`config.mk`:
```
export PLATFORM = sky130hd
export DESIGN_NAME = mmio_input_conditioner
export DESIGN_NICKNAME = d
export VERILOG_FILES = /design/src/rtl/mmio_input_conditioner.sv
export SDC_FILE = /design/constraint.sdc
export NUM_CORES = 1
export LEC_CHECK = 0
export ABC_CLOCK_PERIOD_IN_PS = 6400
export BUFFER_PORTS_ARGS = -buffer_cell sky130_fd_sc_hd__clkbuf_2
export CAP_MARGIN = 10
export CELL_PAD_IN_SITES_DETAIL_PLACEMENT = 1
export CELL_PAD_IN_SITES_GLOBAL_PLACEMENT = 1
export CORE_MARGIN = 8
export CORE_UTILIZATION = 53
export CTS_BUF_LIST = sky130_fd_sc_hd__clkbuf_4
export CTS_CLUSTER_DIAMETER = 80
export DETAILED_ROUTE_END_ITERATION = 7
export PLACE_DENSITY = 0.94
export SLEW_MARGIN = 20
export SYNTH_ARGS = -nofsm -noshare
export SYNTH_HDL_FRONTEND = slang
export SYNTH_SLANG_ARGS = --single-unit
```
`constraint.sdc`:
```
create_clock -name clk -period 6.4 [get_ports clk]
set_clock_uncertainty 0.2 [all_clocks]
set_input_delay 0.32 -clock clk [delete_from_list [all_inputs] [get_ports clk]]
set_output_delay 0.32 -clock clk [all_outputs]
set_load 0.01 [all_outputs]
```
`src/rtl/mmio_input_conditioner.sv`:
```
// MMIO input conditioner: synchronises raw board inputs, debounces buttons,
// PMOD pins and the switch vector, and derives press flags / rise pulses.
module mmio_input_conditioner #(
  parameter int unsigned DB_COUNT = 1000000,
  parameter int unsigned CNT_W    = 24
) (
  input  logic        clk,
  input  logic        rst,
  input  logic [15:0] switch_array,
  input  logic [3:0]  button,
  input  logic [1:0]  pmod_pin,
  input  logic [3:0]  clr_press,
  output logic [15:0] sw_db,
  output logic [3:0]  btn_db,
  output logic [3:0]  btn_press,
  output logic [1:0]  pmod_db,
  output logic [1:0]  pmod_rise,
  output logic        any_press
);

  // Channels 0..3 are buttons, 4..5 are PMOD pins.
  localparam int unsigned NCH = 6;
  localparam logic [CNT_W-1:0] CNT_MAX = CNT_W'(DB_COUNT - 1);

  logic [21:0]      sync1_q, sync2_q;
  logic [NCH-1:0]   ch_in;
  logic [CNT_W-1:0] ch_cnt_q [NCH];
  logic [CNT_W-1:0] ch_cnt_d [NCH];
  logic [NCH-1:0]   ch_lvl_q, ch_lvl_d;
  logic [15:0]      sw_in;
  logic [15:0]      cand_q, cand_d;
  logic [15:0]      sw_db_q, sw_db_d;
  logic [CNT_W-1:0] sw_cnt_q, sw_cnt_d;
  logic [3:0]       press_q, press_d;
  logic [1:0]       rise_q, rise_d;

  assign sw_in = sync2_q[15:0];
  assign ch_in = sync2_q[21:16];

  // Two-flop synchroniser on every raw input bit.
  always_ff @(posedge clk) begin
    if (!rst) begin
      sync1_q <= '0;
      sync2_q <= '0;
    end else begin
      sync1_q <= {pmod_pin, button, switch_array};
      sync2_q <= sync1_q;
    end
  end

  // Per-channel debounce: count while input differs from level, commit at the limit.
  always_comb begin
    ch_cnt_d = ch_cnt_q;
    ch_lvl_d = ch_lvl_q;
    for (int unsigned i = 0; i < NCH; i++) begin
      if (ch_in[i] == ch_lvl_q[i]) begin
        ch_cnt_d[i] = '0;
      end else if (ch_cnt_q[i] == CNT_MAX) begin
        ch_lvl_d[i] = ch_in[i];
        ch_cnt_d[i] = '0;
      end else begin
        ch_cnt_d[i] = ch_cnt_q[i] + CNT_W'(1);
      end
    end
  end

  // Switch vector debounce: any bit change reloads the candidate and restarts
  // the shared count, so sw_db only ever takes a whole, stable vector.
  always_comb begin
    cand_d   = cand_q;
    sw_db_d  = sw_db_q;
    sw_cnt_d = '0;
    if (sw_in != cand_q) begin
      cand_d   = sw_in;
      sw_cnt_d = '0;
    end else if (sw_in != sw_db_q) begin
      if (sw_cnt_q == CNT_MAX) begin
        sw_db_d  = cand_q;
        sw_cnt_d = '0;
      end else begin
        sw_cnt_d = sw_cnt_q + CNT_W'(1);
      end
    end
  end

  // Sticky press flags (set beats clear) and one-cycle PMOD rise pulses.
  always_comb begin
    press_d = (ch_lvl_d[3:0] & ~ch_lvl_q[3:0]) | (press_q & ~clr_press);
    rise_d  = ch_lvl_d[5:4] & ~ch_lvl_q[5:4];
  end

  // State registers; reset overrides all other activity.
  always_ff @(posedge clk) begin
    if (!rst) begin
      for (int unsigned i = 0; i < NCH; i++) begin
        ch_cnt_q[i] <= '0;
      end
      ch_lvl_q <= '0;
      cand_q   <= '0;
      sw_db_q  <= '0;
      sw_cnt_q <= '0;
      press_q  <= '0;
      rise_q   <= '0;
    end else begin
      ch_cnt_q <= ch_cnt_d;
      ch_lvl_q <= ch_lvl_d;
      cand_q   <= cand_d;
      sw_db_q  <= sw_db_d;
      sw_cnt_q <= sw_cnt_d;
      press_q  <= press_d;
      rise_q   <= rise_d;
    end
  end

  assign sw_db     = sw_db_q;
  assign btn_db    = ch_lvl_q[3:0];
  assign pmod_db   = ch_lvl_q[5:4];
  assign btn_press = press_q;
  assign pmod_rise = rise_q;
  assign any_press = |press_q;

endmodule

```
==> impl_results.md <==
- Outcome: complete, no violations
- Critical path type: input pin to flop
- Filler cells: 2257
- Fmax: 329 MHz
- Hold Path Sink: sync1_q[7]$_SDFF_PN0_
- CTS buffer count: 69
- Die Wd: 157 um
- P_leak: 4.24 nW
- I/O pin cnt: 57
- Initial DRC count: 542
- Max transition margin: 0.273
- Most frequent cells in the layout: dfxtp_1, nor2_1, xnor2_1
- CP Data Required Time: 6.74 ns
- First-pass GRT wire length: 56300 um
- Initial core utilization: 0.540
- Sequential Area: 5120 um2
- Cts repair resizes: 0
- Area of the multi-input gates: 5150 um2
- Number of enable flip-flop cells after synthesis: 0
- Layout Nets: 1312
- Met1 WL: 13300 um
- DR vias: 9286
- Total GRT Usage: 0.291
- Max VDD drop: 0.000169 V
- Die height: 157 um
- Worst R2R Start: ch_cnt_q[69]$_SDFF_PP0_
- Final WL: 35800 um
- Vias in the first global route: 10400
- Share of cells above drive strength 1: 0.127
- RR Endpoint: ch_cnt_q[68]$_SDFF_PP0_
- Worst-path clk slew: 0.09 ns
- Syn_area_per_cell: 9.13 um2
- Setup Viol. Count Final: 0
- Routability cong.: 0.764
- Slew Viols, Final: 0
- Reg2reg setup slack: 3.39 ns
- DP HPWL: 18000 um
- Crit path capture type: flop
- Post-synthesis sequential area ratio: 0.486
- FF-to-FF path depth: 5
- Hold-critical path depth: 3
- H-tree depth: 3
- Post-synth cell types: 40
- RSZ-0062 raised after global routing: false
- Most common cell after layout, fill and taps aside: dfxtp_1
- # rows: 51
- GRT overflow: 0
- Vias per inst: 5.86
- Area Growth Syn to Fin: 15.4%
- Drt wl/cell: 22.6 um
- Latest clock arrival within the worst-skew pair: 0.70 ns
- Post-CTS Hold Fix Bufs: 31
- Critical path startpoint category: input pin
- Maxcap violations: 0
- Worst Hold Launch: switch_array[7]
- Highest routed layer: met5
- Tmin final: 3.04 ns
- Flops & latches, synth: 256
- Drt first pass iters: 5
- Final cycle utilization of the critical path: 0.476
- Port Buffer Count: 56
- Hold crit path type: input pin to flop
- Die Area: 24700 um2
- Synth Flop Type: dfxtp_1
- Initial antenna violation count: 2
- Post-synthesis instance area: 10600 um2
- Largest net degree at the start of global routing: 74
- Final core utilization: 0.623
- Buffer levels on the longest clock path: 3
- Power density cells: 270 nW/um2
- Worst slew pin tran: 1.08 ns
- Post-CTS Setup Repair Bufs: 0
- Root Buffer: clkbuf_4
- WL met3: 1800 um
- Post-route DRC violation count: 0
- Gate Count Post-Synth: 1156
- CTS Sinks: 256
- Met2 wire len: 18500 um
- Yosys warns: 0
- Core Footprint: 19500 um2
- Min Hold Slack: 0.212 ns
- Asr flop ratio synth: 0
- Detail Route Antenna Nets: 0
- Post-route setup TNS: 0 ns
- Syn Nets: 1191
- Final hold vios: 0
- Crit Path Max Fanout: 25
- Worst Path Arrival: 3.39 ns
- CTS tree: done
-- stage by stage --
stage	instance area (um2)	total power, W	cells	setup WS [ns]
3_5_place_dp	11000	0.00171	1440	3.64
4_1_cts	12200	0.00328	1583	3.53
5_1_grt	12200	0.00339	1584	3.11
2_1_floorplan	10600	0.00169	1156	4.35
3_3_place_gp	11000	0.00171	1440	3.76
6_report	12200	0.00329	1584	3.36
-- cells by family (layout without fill, tap and decap cells) --
logic type	after synthesis	count (layout)	share of synthesized area
xor+xnor	190	190	0.158
buf+inv	61	223	0.0266
mux	22	22	0.0209
compound gates	9	9	0.00486
fa+ha+maj	7	7	0.00830
flops	256	256	0.486
simple gates	611	611	0.296
other cells	0	1	0
-- worst max-delay path by stage --
| stage | start | slack [ns] | end |
|---|---|---|---|
| after floorplan | ch_cnt_q[120]$_SDFF_PP0_ | 4.35 | ch_cnt_q[136]$_SDFF_PP0_ |
| after global placement | rst | 3.76 | sw_cnt_q[0]$_SDFF_PP0_ |
| after detailed placement | ch_cnt_q[120]$_SDFF_PP0_ | 3.64 | ch_cnt_q[122]$_SDFF_PP0_ |
| after CTS | ch_cnt_q[48]$_SDFF_PP0_ | 3.53 | ch_cnt_q[63]$_SDFF_PP0_ |
| after global routing | rst | 3.11 | sw_cnt_q[14]$_SDFF_PP0_ |
| final | rst | 3.36 | sw_cnt_q[14]$_SDFF_PP0_ |
-- worst max-delay path: stages --
cell           delay, ns
dlygate4sd3_1       0.54
clkbuf_2            0.39
inv_1               0.45
a31oi_1             0.27
nand3_1             0.78
nor2_1              0.61
-- area by class of cell --
cell class / count / share of cell area
Antenna cell: 1 / 0.000206
Clock buffer: 94 / 0.0580
Clock inverter: 18 / 0.0146
Inverter: 23 / 0.00709
Multi-Input combinational cell: 839 / 0.423
Sequential cell: 256 / 0.421
Tap cell: 265 / 0.0272
Timing Repair Buffer: 88 / 0.0491
-- cell usage after synthesis (3+ instances only) --
cell type  number  share of area
dfxtp_1       256           0.49
nor2_1        203          0.072
xnor2_1       116          0.096
nand2_1        83          0.030
xor2_1         74          0.061
and2_1         66          0.039
nand3_1        56          0.027
nand4_1        46          0.027
nor3_1         44          0.021
nor4_1         29          0.017
and3_1         26          0.015
inv_1          23         0.0082
mux2i_1        22          0.021
clkbuf_1       19         0.0068
and4_1         16          0.013
buf_2          11         0.0052
nor4b_1        10         0.0083
or3_1          10         0.0059
ha_1            7         0.0083
buf_4           6         0.0043
a21oi_1         4         0.0019
nand3b_1        3         0.0021
-- power breakdown --
part	internal, W	switching (W)
Clock	0.000838	0.000750
Combinational	0.0000370	0.0000422
Sequential	0.00161	0.0000135
-- layer usage --
metal | up-vias | global-route usage
met5 | - | 0
met4 | 2 | 0.195
met3 | 181 | 0.0705
met2 | 407 | 0.525
met1 | 4555 | 0.294
li1 | 4141 | -
-- registers in the layout, summed over array words and instances, names as in the netlist --
signal,count
btn_press,4
cand_q,16
ch_cnt_q,144
ch_lvl_q,6
pmod_rise,2
sw_cnt_q,24
sw_db,16
sync1_q,22
sync2_q,22
Power figures use the tool's default switching activity.
